[src/rtl/mau_ahb_lsq_if.sv]
// rtl/mau_ahb_lsq_if.sv - Request, AHB-Lite and writeback signal bundle for mau_ahb_lsq
interface mau_ahb_lsq_if #(
  parameter int DATA_W = 32
);
  logic              req_valid;
  logic              req_ready;
  logic              req_wr;
  logic [31:0]       req_addr;
  logic [DATA_W-1:0] req_wdata;
  logic [1:0]        req_size;
  logic              req_sext;
  logic [4:0]        req_rd;

  logic [31:0]       haddr;
  logic              hwrite;
  logic [2:0]        hsize;
  logic [2:0]        hburst;
  logic [6:0]        hprot;
  logic [1:0]        htrans;
  logic              hmastlock;
  logic [DATA_W-1:0] hwdata;
  logic              hready;
  logic              hresp;
  logic [DATA_W-1:0] hrdata;

  logic              load_en;
  logic [4:0]        load_rd;
  logic [DATA_W-1:0] load_data;
  logic              err_valid;
  logic [31:0]       err_addr;
  logic              err_misalign;
  logic              busy;

  modport master (
    input  req_valid, req_wr, req_addr, req_wdata, req_size, req_sext, req_rd,
    input  hready, hresp, hrdata,
    output req_ready,
    output haddr, hwrite, hsize, hburst, hprot, htrans, hmastlock, hwdata,
    output load_en, load_rd, load_data, err_valid, err_addr, err_misalign, busy
  );

  modport slave (
    output req_valid, req_wr, req_addr, req_wdata, req_size, req_sext, req_rd,
    output hready, hresp, hrdata,
    input  req_ready,
    input  haddr, hwrite, hsize, hburst, hprot, htrans, hmastlock, hwdata,
    input  load_en, load_rd, load_data, err_valid, err_addr, err_misalign, busy
  );
endinterface

[src/rtl/mau_ahb_lsq.sv]
// rtl/mau_ahb_lsq.sv - Load/store request queue issuing pipelined AHB-Lite single transfers
module mau_ahb_lsq #(
  parameter int         DATA_W    = 32,
  parameter int         DEPTH     = 4,
  parameter logic [6:0] HPROT_VAL = 7'b0000011
) (
  input logic           hclk,
  input logic           hrst,
  mau_ahb_lsq_if.master bus
);
  localparam int PW = $clog2(DEPTH);
  localparam int OB = $clog2(DATA_W / 8);

  typedef struct packed {
    logic              wr;
    logic [31:0]       addr;
    logic [DATA_W-1:0] wdata;
    logic [1:0]        size;
    logic              sext;
    logic [4:0]        rd;
  } entry_t;

  entry_t            q [DEPTH];
  entry_t            head;
  entry_t            in_entry;
  logic [PW:0]       wptr, rptr;
  logic              empty, full;
  logic              misalign, accept, enq, issue, pop;
  logic              err_first, err_last, ld_done;

  logic              dp_valid;
  logic              dp_wr;
  logic [31:0]       dp_addr;
  logic [1:0]        dp_size;
  logic              dp_sext;
  logic [4:0]        dp_rd;
  logic [DATA_W-1:0] dp_wdata;

  logic [DATA_W-1:0] lane;
  logic [DATA_W-1:0] ld_ext;
  logic              ld_sign;

  function automatic logic [DATA_W-1:0] repl(input logic [DATA_W-1:0] d, input logic [1:0] sz);
    case (sz)
      2'd0:    repl = {(DATA_W/8){d[7:0]}};
      2'd1:    repl = {(DATA_W/16){d[15:0]}};
      2'd2:    repl = {(DATA_W/32){d[31:0]}};
      default: repl = d;
    endcase
  endfunction

  assign empty = (wptr == rptr);
  assign full  = (wptr[PW] != rptr[PW]) && (wptr[PW-1:0] == rptr[PW-1:0]);
  assign head  = q[rptr[PW-1:0]];

  always_comb begin
    misalign = 1'b0;
    case (bus.req_size)
      2'd0:    misalign = 1'b0;
      2'd1:    misalign = bus.req_addr[0];
      2'd2:    misalign = |bus.req_addr[1:0];
      default: misalign = (DATA_W != 64) || (|bus.req_addr[2:0]);
    endcase
  end

  assign accept    = bus.req_valid && !full;
  assign enq       = accept && !misalign;
  assign err_first = dp_valid && bus.hresp && !bus.hready;
  assign err_last  = dp_valid && bus.hresp && bus.hready;
  // Both error cycles hold the address phase off; the head stays queued for re-issue.
  assign issue     = !empty && !(dp_valid && bus.hresp);
  assign pop       = issue && bus.hready;
  assign ld_done   = dp_valid && !dp_wr && bus.hready && !bus.hresp;

  assign in_entry = '{wr: bus.req_wr, addr: bus.req_addr, wdata: bus.req_wdata,
                      size: bus.req_size, sext: bus.req_sext, rd: bus.req_rd};

  always_ff @(posedge hclk) begin
    if (enq) q[wptr[PW-1:0]] <= in_entry;
  end

  always_ff @(posedge hclk) begin
    if (hrst) begin
      wptr <= '0;
      rptr <= '0;
    end else begin
      if (enq) wptr <= wptr + 1'b1;
      if (pop) rptr <= rptr + 1'b1;
    end
  end

  // Data-phase register advances only when the current data phase (if any) ends.
  always_ff @(posedge hclk) begin
    if (hrst) begin
      dp_valid <= 1'b0;
      dp_wr    <= 1'b0;
      dp_addr  <= '0;
      dp_size  <= '0;
      dp_sext  <= 1'b0;
      dp_rd    <= '0;
      dp_wdata <= '0;
    end else if (bus.hready) begin
      dp_valid <= pop;
      if (pop) begin
        dp_wr    <= head.wr;
        dp_addr  <= head.addr;
        dp_size  <= head.size;
        dp_sext  <= head.sext;
        dp_rd    <= head.rd;
        dp_wdata <= repl(head.wdata, head.size);
      end
    end
  end

  assign lane = bus.hrdata >> {dp_addr[OB-1:0], 3'b000};

  always_comb begin
    ld_sign = 1'b0;
    case (dp_size)
      2'd0:    ld_sign = dp_sext & lane[7];
      2'd1:    ld_sign = dp_sext & lane[15];
      2'd2:    ld_sign = dp_sext & lane[31];
      default: ld_sign = dp_sext & lane[DATA_W-1];
    endcase
    ld_ext = '0;
    for (int i = 0; i < DATA_W; i++) begin
      ld_ext[i] = (i < (8 << dp_size)) ? lane[i] : ld_sign;
    end
  end

  always_ff @(posedge hclk) begin
    if (hrst) begin
      bus.load_en      <= 1'b0;
      bus.load_rd      <= '0;
      bus.load_data    <= '0;
      bus.err_valid    <= 1'b0;
      bus.err_addr     <= '0;
      bus.err_misalign <= 1'b0;
    end else begin
      bus.load_en <= ld_done;
      if (ld_done) begin
        bus.load_rd   <= dp_rd;
        bus.load_data <= ld_ext;
      end
      // A bus error outranks a same-cycle misaligned reject for the single error slot.
      bus.err_valid <= err_last || (accept && misalign);
      if (err_last) begin
        bus.err_addr     <= dp_addr;
        bus.err_misalign <= 1'b0;
      end else if (accept && misalign) begin
        bus.err_addr     <= bus.req_addr;
        bus.err_misalign <= 1'b1;
      end
    end
  end

  assign bus.req_ready = !full;
  assign bus.htrans    = issue ? 2'b10 : 2'b00;
  assign bus.haddr     = empty ? 32'h0 : head.addr;
  assign bus.hwrite    = !empty && head.wr;
  assign bus.hsize     = empty ? 3'd0 : {1'b0, head.size};
  assign bus.hburst    = 3'b000;
  assign bus.hprot     = HPROT_VAL;
  assign bus.hmastlock = 1'b0;
  assign bus.hwdata    = dp_wdata;
  assign bus.busy      = !empty || dp_valid;

  logic unused_err_first;
  assign unused_err_first = err_first;
endmodule
[src/flat_wrapper.sv]
// flat-port wrapper written by rule: the top's interface ports become plain ports
module mau_ahb_lsq_flat 
#(
  parameter int         DATA_W    = 32,
  parameter int         DEPTH     = 4,
  parameter logic [6:0] HPROT_VAL = 7'b0000011
)
  (hclk, hrst, bus_req_valid, bus_req_wr, bus_req_addr, bus_req_wdata, bus_req_size, bus_req_sext, bus_req_rd, bus_hready, bus_hresp, bus_hrdata, bus_req_ready, bus_haddr, bus_hwrite, bus_hsize, bus_hburst, bus_hprot, bus_htrans, bus_hmastlock, bus_hwdata, bus_load_en, bus_load_rd, bus_load_data, bus_err_valid, bus_err_addr, bus_err_misalign, bus_busy);
  mau_ahb_lsq_if #(.DATA_W(DATA_W)) bus_i ();
  input logic hclk;
  input logic hrst;
  input wire logic [$bits(bus_i.req_valid)-1:0] bus_req_valid;
  input wire logic [$bits(bus_i.req_wr)-1:0] bus_req_wr;
  input wire logic [$bits(bus_i.req_addr)-1:0] bus_req_addr;
  input wire logic [$bits(bus_i.req_wdata)-1:0] bus_req_wdata;
  input wire logic [$bits(bus_i.req_size)-1:0] bus_req_size;
  input wire logic [$bits(bus_i.req_sext)-1:0] bus_req_sext;
  input wire logic [$bits(bus_i.req_rd)-1:0] bus_req_rd;
  input wire logic [$bits(bus_i.hready)-1:0] bus_hready;
  input wire logic [$bits(bus_i.hresp)-1:0] bus_hresp;
  input wire logic [$bits(bus_i.hrdata)-1:0] bus_hrdata;
  output wire logic [$bits(bus_i.req_ready)-1:0] bus_req_ready;
  output wire logic [$bits(bus_i.haddr)-1:0] bus_haddr;
  output wire logic [$bits(bus_i.hwrite)-1:0] bus_hwrite;
  output wire logic [$bits(bus_i.hsize)-1:0] bus_hsize;
  output wire logic [$bits(bus_i.hburst)-1:0] bus_hburst;
  output wire logic [$bits(bus_i.hprot)-1:0] bus_hprot;
  output wire logic [$bits(bus_i.htrans)-1:0] bus_htrans;
  output wire logic [$bits(bus_i.hmastlock)-1:0] bus_hmastlock;
  output wire logic [$bits(bus_i.hwdata)-1:0] bus_hwdata;
  output wire logic [$bits(bus_i.load_en)-1:0] bus_load_en;
  output wire logic [$bits(bus_i.load_rd)-1:0] bus_load_rd;
  output wire logic [$bits(bus_i.load_data)-1:0] bus_load_data;
  output wire logic [$bits(bus_i.err_valid)-1:0] bus_err_valid;
  output wire logic [$bits(bus_i.err_addr)-1:0] bus_err_addr;
  output wire logic [$bits(bus_i.err_misalign)-1:0] bus_err_misalign;
  output wire logic [$bits(bus_i.busy)-1:0] bus_busy;
  assign bus_i.req_valid = bus_req_valid;
  assign bus_i.req_wr = bus_req_wr;
  assign bus_i.req_addr = bus_req_addr;
  assign bus_i.req_wdata = bus_req_wdata;
  assign bus_i.req_size = bus_req_size;
  assign bus_i.req_sext = bus_req_sext;
  assign bus_i.req_rd = bus_req_rd;
  assign bus_i.hready = bus_hready;
  assign bus_i.hresp = bus_hresp;
  assign bus_i.hrdata = bus_hrdata;
  assign bus_req_ready = bus_i.req_ready;
  assign bus_haddr = bus_i.haddr;
  assign bus_hwrite = bus_i.hwrite;
  assign bus_hsize = bus_i.hsize;
  assign bus_hburst = bus_i.hburst;
  assign bus_hprot = bus_i.hprot;
  assign bus_htrans = bus_i.htrans;
  assign bus_hmastlock = bus_i.hmastlock;
  assign bus_hwdata = bus_i.hwdata;
  assign bus_load_en = bus_i.load_en;
  assign bus_load_rd = bus_i.load_rd;
  assign bus_load_data = bus_i.load_data;
  assign bus_err_valid = bus_i.err_valid;
  assign bus_err_addr = bus_i.err_addr;
  assign bus_err_misalign = bus_i.err_misalign;
  assign bus_busy = bus_i.busy;
  mau_ahb_lsq #(.DATA_W(DATA_W), .DEPTH(DEPTH), .HPROT_VAL(HPROT_VAL)) u_core (.hclk(hclk), .hrst(hrst), .bus(bus_i));
endmodule
[config.mk]
export PLATFORM = sky130hd
export DESIGN_NAME = mau_ahb_lsq_flat
export DESIGN_NICKNAME = d
export VERILOG_FILES = /design/src/rtl/mau_ahb_lsq_if.sv /design/src/rtl/mau_ahb_lsq.sv /design/src/flat_wrapper.sv
export SDC_FILE = /design/constraint.sdc
export NUM_CORES = 1
export LEC_CHECK = 0
export BUFFER_PORTS_ARGS = -buffer_cell sky130_fd_sc_hd__buf_2
export CAP_MARGIN = 10
export CORE_ASPECT_RATIO = 0.6
export CORE_UTILIZATION = 32
export DETAILED_ROUTE_END_ITERATION = 16
export GPL_TIMING_DRIVEN = 0
export PLACE_DENSITY = 0.59
export SLEW_MARGIN = 10
export SYNTH_ARGS = -nofsm -noshare
export SYNTH_HDL_FRONTEND = slang
export SYNTH_SLANG_ARGS = --single-unit
[constraint.sdc]
create_clock -name hclk -period 3.1 [get_ports hclk]
set_clock_uncertainty 0.1 [all_clocks]
set_input_delay 0.155 -clock hclk [delete_from_list [all_inputs] [get_ports hclk]]
set_output_delay 0.155 -clock hclk [all_outputs]
set_load 0.02 [all_outputs]
### Word level (Yosys, flattened, before mapping)

Memory sizes are Yosys's and may differ from the RTL's. A register that Yosys moved wholly into a read port is not among the register bits.
Index checks and enable logic that the tools add are counted.
Widths: inputs -> output; s select.

* input bits: 110
* output and inout port bits: 155
* bits in latches: 0
* bits in writable memories: 292
* memories: 1
* ROM bits: 0
* flip-flop bits (word level): 152

* $add $sub $neg: 2
* muxes and demuxes: 44
* reductions and logical operators: 27
* eq/ne operators: 7
* divide/modulo/power cells: 0
* shift-type cells: 2
* $mul: 0
* bitwise logic cells: 3
* $lt $le $gt $ge: 32

Memory list
* u_core.q: depth 4, width 73, read ports 1, clocked after memory_dff 1, write ports 1, RTL line mau_ahb_lsq.sv:23 `entry_t q [DEPTH];`

Operators by type and width (number)
* $lt 6x32->1 const A: 16
* $lt 5x32->1 const A: 8
* $lt 4x32->1 const A: 4
* $mux 32: 3
* $lt 3x32->1 const A: 2
* $pmux 32 s2: 1
* $mux 1: 34
* $lt 1x32->1 const A: 1
* $lt 2x32->1 const A: 1
* $shl 4x2->32 const A: 1
* $shr 32x5->32: 1
* $logic_and 1x1->1: 12
* $mux 2: 4
* $add 3x1->3 const B: 2
* $eq 2x1->1 const B: 3
* $logic_not 1->1: 6
* $logic_not 2->1: 3
* $reduce_or 2->1: 2
* $and 1x1->1: 3
* $eq 3x3->1: 1
* $pmux 1 s3: 1
* $eq 2x2->1: 1
* $eq 2x2->1 const B: 1
* $logic_or 1x1->1: 2
* 4 further kinds: 4

### Longest topological paths before layout

Gate-level depths: netlist of the first run.

* depth in word-level cells: 7
* mapped depth: 8
* gate-level depth less buffers: 5

### Least setup slack after synthesis of the first run

Ideal clock, no wire load.

* path kind: flip-flop to flip-flop
* start point: reg u_core.wptr[0]
* end point: reg u_core.wptr[2]
* setup time: 0.219 ns
* buffers on the path: 0
* period minus slack after synthesis: 3.232 ns
* required time: 2.781 ns
* arrival time: 2.913 ns
* path slack: -0.132 ns
* cell stages (with the launch flop): 5
* cell sequence: dfxtp_1 > xor2_1 > o31a_1 > and3_1 > o21ai_0

* longest elaborated chain between the ends: 5

RTL lines
* start, declared: RTL line mau_ahb_lsq.sv:26 `logic [PW:0] wptr, rptr;`
* start signal, assigned: RTL line mau_ahb_lsq.sv:87 `if (enq) wptr <= wptr + 1'b1;`
* $eq 2x2->1: RTL line mau_ahb_lsq.sv:53 `assign full = (wptr[PW] != rptr[PW]) && (wptr[PW-1:0] == rptr[PW-1:0]);`
* $logic_and 1x1->1: RTL line mau_ahb_lsq.sv:53
* $logic_not 1->1: RTL line mau_ahb_lsq.sv:66 `assign accept = bus.req_valid && !full;`
* $logic_and 1x1->1: RTL line mau_ahb_lsq.sv:66
* $logic_and 1x1->1: RTL line mau_ahb_lsq.sv:67 `assign enq = accept && !misalign;`

Parallel ways exist; a longest one is shown, timed or not.
A chain may end at the register's enable or synchronous reset.

==> impl_metrics.json, run 1 <==
{
  "cp-start-kind": "flop",
  "grt_pass1_vias": 11600,
  "gr-total-overflow": 0,
  "fin_util_pct": 41.8,
  "slew_viol_final": 0,
  "drv_cap": 0,
  "syn_avg_cell_area_sq_um": 14.4,
  "synth_most_common_cell": "edfxtp_1",
  "grt_pass1_wl_mm": 74.0,
  "wirelength_mm": 50.9,
  "drtPass1Iterations": 5,
  "postSynthCellCount": 1208,
  "grt_antenna_before_repair": 3,
  "rows": 65,
  "globalRouteTotalUtil_pct": 18.0,
  "clkLatencyLatePin_ps": 550,
  "synth_mux_area_share_pct": 13.1,
  "cts-root-buf": "clkbuf_16",
  "fin_tns_setup_ps": 0,
  "synth_xor_area_share_pct": 0.452,
  "worstSetupPathType": "reg2out",
  "synth_area_sq_um": 17400,
  "setup_viol": 0,
  "layoutNonFillerInstCount": 2359,
  "r2r_setup_slack_ps": 250,
  "ys_types": 44,
  "numCtsBuffers": 44,
  "core_area_sq_um": 53200,
  "ys_seq_area_share_pct": 67.9,
  "cp.required_ps": 2840,
  "io_buffers": 251,
  "cts_tree": "done",
  "die_w_microns": 303,
  "maxSlewHeadroom_pct": 35.7,
  "multi_input_area_sq_um": 5150,
  "area_delta_synth_final_pct": 27.4,
  "irDropWorstVdd_mv": 0.431,
  "drt_iter0_markers": 1049,
  "synth_top_family_by_area": "multiplexers",
  "synth_area_leaders": "edfxtp_1 (50%), dfxtp_1 (18%), mux4_2 (9.6%)",
  "total_power_mw": 15.1,
  "critPathCapture": "bus_haddr[25]",
  "viasPerCell": 4.95,
  "yosys.area_share.simple_pct": 8.04,
  "cts_setup_buffers": 0,
  "register_area_sq_um": 11900,
  "clock_path_buffers": 3,
  "fin_crit_ps": 2870,
  "r2r-end": "u_core.bus.load_data[9]$_SDFFE_PP0P_",
  "fmax_mhz": 348,
  "power.leakage_nw": 8.22,
  "drc": 0,
  "clkSlewWorstSetupHoldPaths_ps": 60,
  "ys_seq_elements": 446,
  "hold_viol": 0,
  "synth_edf_count": 292,
  "critPathMaxFanout": 10,
  "rsz0062_at_grt": "no",
  "cellPowerDensity_nw_per_um2": 678,
  "hold_class": "in2reg",
  "routabilityCongestion": 0.869,
  "ys_warn_count": 0,
  "fin_nets": 1735,
  "start_util_pct": 32.8,
  "numClockSinks": 446,
  "grt_max_degree": 43,
  "fill_cells": 4972,
  "synth_top_cells_by_count": "edfxtp_1 (292), nand2_1 (163), dfxtp_1 (154), nor2_1 (88), mux4_2 (74)",
  "min_period_over_period_pct": 92.7,
  "cp-end-kind": "output pin",
  "placed_cell_area_sq_um": 19700,
  "vias": 11700,
  "final_antenna_net_count": 0,
  "yosys.area.top_type_share_pct": 50.3,
  "die_area_sq_um": 55500,
  "yosysTopAreaCell": "edfxtp_1",
  "critPathArrivalTime_ps": 2620,
  "tightest_slew_ps": 965,
  "wl_per_cell_microns": 21.6,
  "synth-main-ff-cell": "edfxtp_1",
  "dp.cells": 2177,
  "layout-drive-gt1-share_pct": 28.5,
  "io_pins": 265,
  "hpwl_mm": 34.9,
  "final_area_sq_um": 22200,
  "synth_fa_ha_area_share_pct": 0.359,
  "crit-reg2reg-launch": "u_core.dp_valid$_SDFFE_PP0P_",
  "async_reset_ff_share_pct": 0,
  "r2r_cells": 5,
  "htreeDepth": 2,
  "die_y_microns": 183,
  "status": "complete, no violations",
  "synth_compound_area_share_pct": 7.14
}
worst min-delay path by stage:
stage / to / cells past startpoint / slack (ps) / startpoint
CTS: u_core.bus.load_data[2]$_SDFFE_PP0P_ / 5 / 50 / bus_hrdata[10]
detailed placement: u_core.q[0][30]$_DFFE_PP_ / 1 / 270 / bus_req_wdata[22]
floorplan: u_core.q[0][0]$_DFFE_PP_ / 0 / 150 / bus_req_rd[0]
global placement: u_core.q[1][30]$_DFFE_PP_ / 1 / 270 / bus_req_wdata[22]
finish: u_core.bus.load_data[19]$_SDFFE_PP0P_ / 4 / 80 / bus_hrdata[19]
global route: u_core.bus.load_data[19]$_SDFFE_PP0P_ / 4 / 80 / bus_hrdata[19]
cells in the final DEF (no fill, tap or decap), drive strengths merged, types with 10 or more instances in the layout:
cell type | Yosys | routed
buf | 53 | 305
edfxtp | 292 | 292
o21ai | 19 | 19
clkinv | 0 | 10
dlygate4sd3 | 0 | 100
a21oi | 66 | 66
and2 | 40 | 40
clkbuf | 42 | 106
conb | 2 | 13
dfxtp | 154 | 154
a211oi | 73 | 73
mux2i | 53 | 53
mux4 | 74 | 74
nor2 | 89 | 89
nand2 | 163 | 163
nor3 | 11 | 11
stage by stage:
step / setup slack (ps) / hold slack [ps]
floorplan: 721 / 154
finish: 225 / 77.7
global placement: -523 / 266
global route: 22.1 / 83.5
CTS: 62.0 / 53.0
detailed placement: 300 / 275
metal layers:
| metal | up-vias | global-route usage (%) | share of wire, % |
|---|---|---|---|
| met2 | 351 | 27.8 | 45 |
| met5 | - | 0 | 0.047 |
| li1 | 5335 | - | - |
| met3 | 60 | 3.33 | 5.4 |
| met4 | 4 | 3.42 | 1.5 |
| met1 | 5926 | 26.5 | 48 |
critical path, stage by stage (launching register included):
cell      delay [ps]
dfxtp_1          320
buf_6            190
buf_4            270
clkbuf_4         340
mux4_2           570
and2_1           210
buf_2            160
flip-flops by register name (all words and copies together), names as in the netlist, named ones only:
register,cells
u_core.q,292
u_core.bus.err_valid,1
u_core.bus.err_addr,32
u_core.bus.load_en,1
u_core.dp_rd,5
u_core.bus.hwdata,32
u_core.bus.load_data,32
u_core.dp_sext,1
u_core.wptr,3
u_core.bus.load_rd,5
u_core.dp_valid,1
u_core.dp_size,2
u_core.bus.err_misalign,1
u_core.rptr,3
u_core.dp_wr,1
u_core.dp_addr,32
repair_timing:
item / 4_1_cts / 5_1_grt
hold buffers: 100 / 0
setup endpoints to repair: 25 / 15
gates resized for setup: 5 / 3
hold endpoints to repair: 342 / 0
cell type report:
class / count / share of cell area [%]
timing repair buffer: 355 / 10.6
buffer: 95 / 2.30
multi-input combinational: 674 / 23.2
inverter: 4 / 0.0676
antenna: 1 / 0.0113
clock inverter: 20 / 1.13
sequential: 446 / 53.3
tap: 703 / 3.96
clock buffer: 61 / 5.42
cells by family after synthesis:
kind of cell | after synthesis
adder cells (fa/ha/maj) | 5
buffers and inverters | 99
multiplexers | 135
flip-flops | 446
XOR/XNOR | 9
other | 2
AO/OA/AOI/OAI | 185
AND/OR/NAND/NOR | 327
power breakdown:
group          leakage (nW)  switching (mW)  total [mW]  internal [mW]
registers              3.91           0.152        6.79           6.64
logic                  3.60            1.73        2.81           1.08
clock network         0.710            2.31        5.47           3.16
total                  8.22            4.19        15.1           10.9
Note: power is estimated with default switching activity, not from simulation.
==> inputs of run 2 (changes only) <==
==> constraint.sdc (replaced) <==
create_clock -name hclk -period 3.1 [get_ports hclk]
set_clock_uncertainty 0.1 [all_clocks]
set_input_delay 0.62 -clock hclk [delete_from_list [all_inputs] [get_ports hclk]]
set_output_delay 0.62 -clock hclk [all_outputs]
set_load 0.02 [all_outputs]
==> run 2 against run 1 <==
Compared with the run above:
- global-route usage shrank 0.28 points
- routed wire length shrank 1.5%
- register-to-register slack gained 220 ps
- critical path type unchanged
==> impl_metrics.json, run 2 (same netlist as run 1, synthesis figures left out) <==
{
  "status": "complete, no violations",
  "layout-drive-gt1-share_pct": 30.8,
  "rows": 65,
  "cts_tree": "done",
  "dp.cells": 2177,
  "wl_met3_mm": 3.30,
  "fill_cells": 5000,
  "hold_class": "in2reg",
  "fmax_mhz": 334,
  "final_area_sq_um": 21400,
  "cts-root-buf": "clkbuf_16",
  "grt_pass1_wl_mm": 72.3,
  "register_area_sq_um": 11900,
  "cp.required_ps": 2380,
  "cp-end-kind": "output pin",
  "htreeDepth": 2,
  "cp_slowest_cell": "mux4_2",
  "final_antenna_net_count": 0,
  "numCtsBuffers": 44,
  "die_area_sq_um": 55500,
  "cp-start-kind": "flop",
  "routabilityCongestion": 0.869,
  "critPathMostFrequentCell": "buf_4",
  "total_power_mw": 15.1,
  "met1_length_mm": 23.5,
  "cp_cell_sequence": "buf_4 -> buf_6 -> buf_4 -> mux4_2 -> and2_1 -> buf_2",
  "area_delta_synth_final_pct": 22.6,
  "cellPowerDensity_nw_per_um2": 704,
  "fin_crit_ps": 2990,
  "min_period_over_period_pct": 96.5,
  "grt_antenna_before_repair": 12,
  "placed_cell_area_sq_um": 19700,
  "critPathArrivalTime_ps": 2270,
  "slew_viol_final": 0,
  "grt_max_degree": 43,
  "timing.critical_path.buf_inv": 4,
  "drc": 0,
  "wirelength_mm": 50.1,
  "vias": 11300,
  "hold_viol": 0,
  "most-common-layout-cells": "edfxtp_1 (292), buf_2 (268), nand2_1 (163), dfxtp_1 (154), nor2_1 (88)",
  "fin_nets": 1641,
  "max_stage_delay_ps": 360,
  "clkSlewWorstSetupHoldPaths_ps": 60,
  "irDropWorstVdd_mv": 0.429,
  "die_w_microns": 303,
  "tightest_slew_ps": 950,
  "hpwl_mm": 34.9,
  "globalRouteTotalUtil_pct": 17.7,
  "final_common_cell": "edfxtp_1",
  "core_area_sq_um": 53200,
  "die_y_microns": 183,
  "wl_met2_mm": 22.7,
  "drtPass1Iterations": 5,
  "worstSetupPathType": "reg2out",
  "io_buffers": 251,
  "setup_viol": 0,
  "gr-total-overflow": 0,
  "clkLatencyLatePin_ps": 550,
  "grt_pass1_vias": 11000,
  "wl_per_cell_microns": 22.1,
  "multi_input_area_sq_um": 5150,
  "layoutNonFillerInstCount": 2272,
  "start_util_pct": 32.8,
  "hold_buffers": 0,
  "maxSlewHeadroom_pct": 36.7,
  "drv_cap": 0,
  "cp_top_family": "buffers and inverters",
  "top_layer": "met5",
  "viasPerCell": 4.96,
  "drt_iter0_markers": 880,
  "power.leakage_nw": 7.85,
  "rsz0062_at_grt": "no",
  "largest_reg_flops": 292,
  "io_pins": 265,
  "clock_path_buffers": 3,
  "critPathMaxFanout": 10,
  "numClockSinks": 446
}
[run 2: cell types whose count changed in the layout (fill, tap and decap cells not counted), sizes merged]
cell         delta
diode           +7
dlygate4sd3   -100
buf            +12
clkbuf          -6
[run 2: cell type report]
type | count | area share, %
flip-flops and latches | 446 | 55.4
multi-input cells | 674 | 24.1
repair buffers | 261 | 6.56
clock buffers | 61 | 5.63
well taps | 703 | 4.11
plain buffers | 95 | 2.88
clock inverters | 20 | 1.17
diodes | 8 | 0.0936
inverters | 4 | 0.0702
[run 2: power breakdown]
part / total, mW / leakage, nW / switching [mW] / internal, mW
registers: 6.80 / 3.91 / 0.153 / 6.64
logic: 2.80 / 3.23 / 1.72 / 1.08
clock network: 5.46 / 0.710 / 2.30 / 3.16
[run 2: routing by layer]
layer | GRT usage (%) | up-vias
met4 | 3.18 | 8
met3 | 4.11 | 55
li1 | - | 5147
met1 | 25.8 | 5733
met2 | 27.1 | 323
met5 | 0 | -
[run 2: stage by stage]
stage	worst slack, ps	utilization (%)	setup TNS (ps)	hold slack [ps]
floorplan	437	-	0	332
global placement	-988	36.9	-274530	340
detailed placement	-165	37.1	-16860	345
CTS	18.4	40.1	0	151
global route	14.8	40.2	0	162
finish	108	40.2	0	181
[run 2: final timing paths]
path	startpoint	to	slack [ps]	depth (start not counted)
max reg2reg	u_core.wptr[0]$_SDFFE_PP0N_	u_core.q[2][64]$_DFFE_PP_	470	4
max	flop	bus_haddr[25]	110	6
min	bus_req_wdata[23]	u_core.q[1][31]$_DFFE_PP_	180	1
min reg2reg	u_core.dp_rd[2]$_SDFFE_PP0P_	u_core.bus.load_rd[2]$_SDFFE_PP0P_	350	2
[run 2: what timing repair did]
item,4_1_cts,5_1_grt
setup endpoints to repair,34,27
setup buffers,1,5
gates resized for setup,35,8
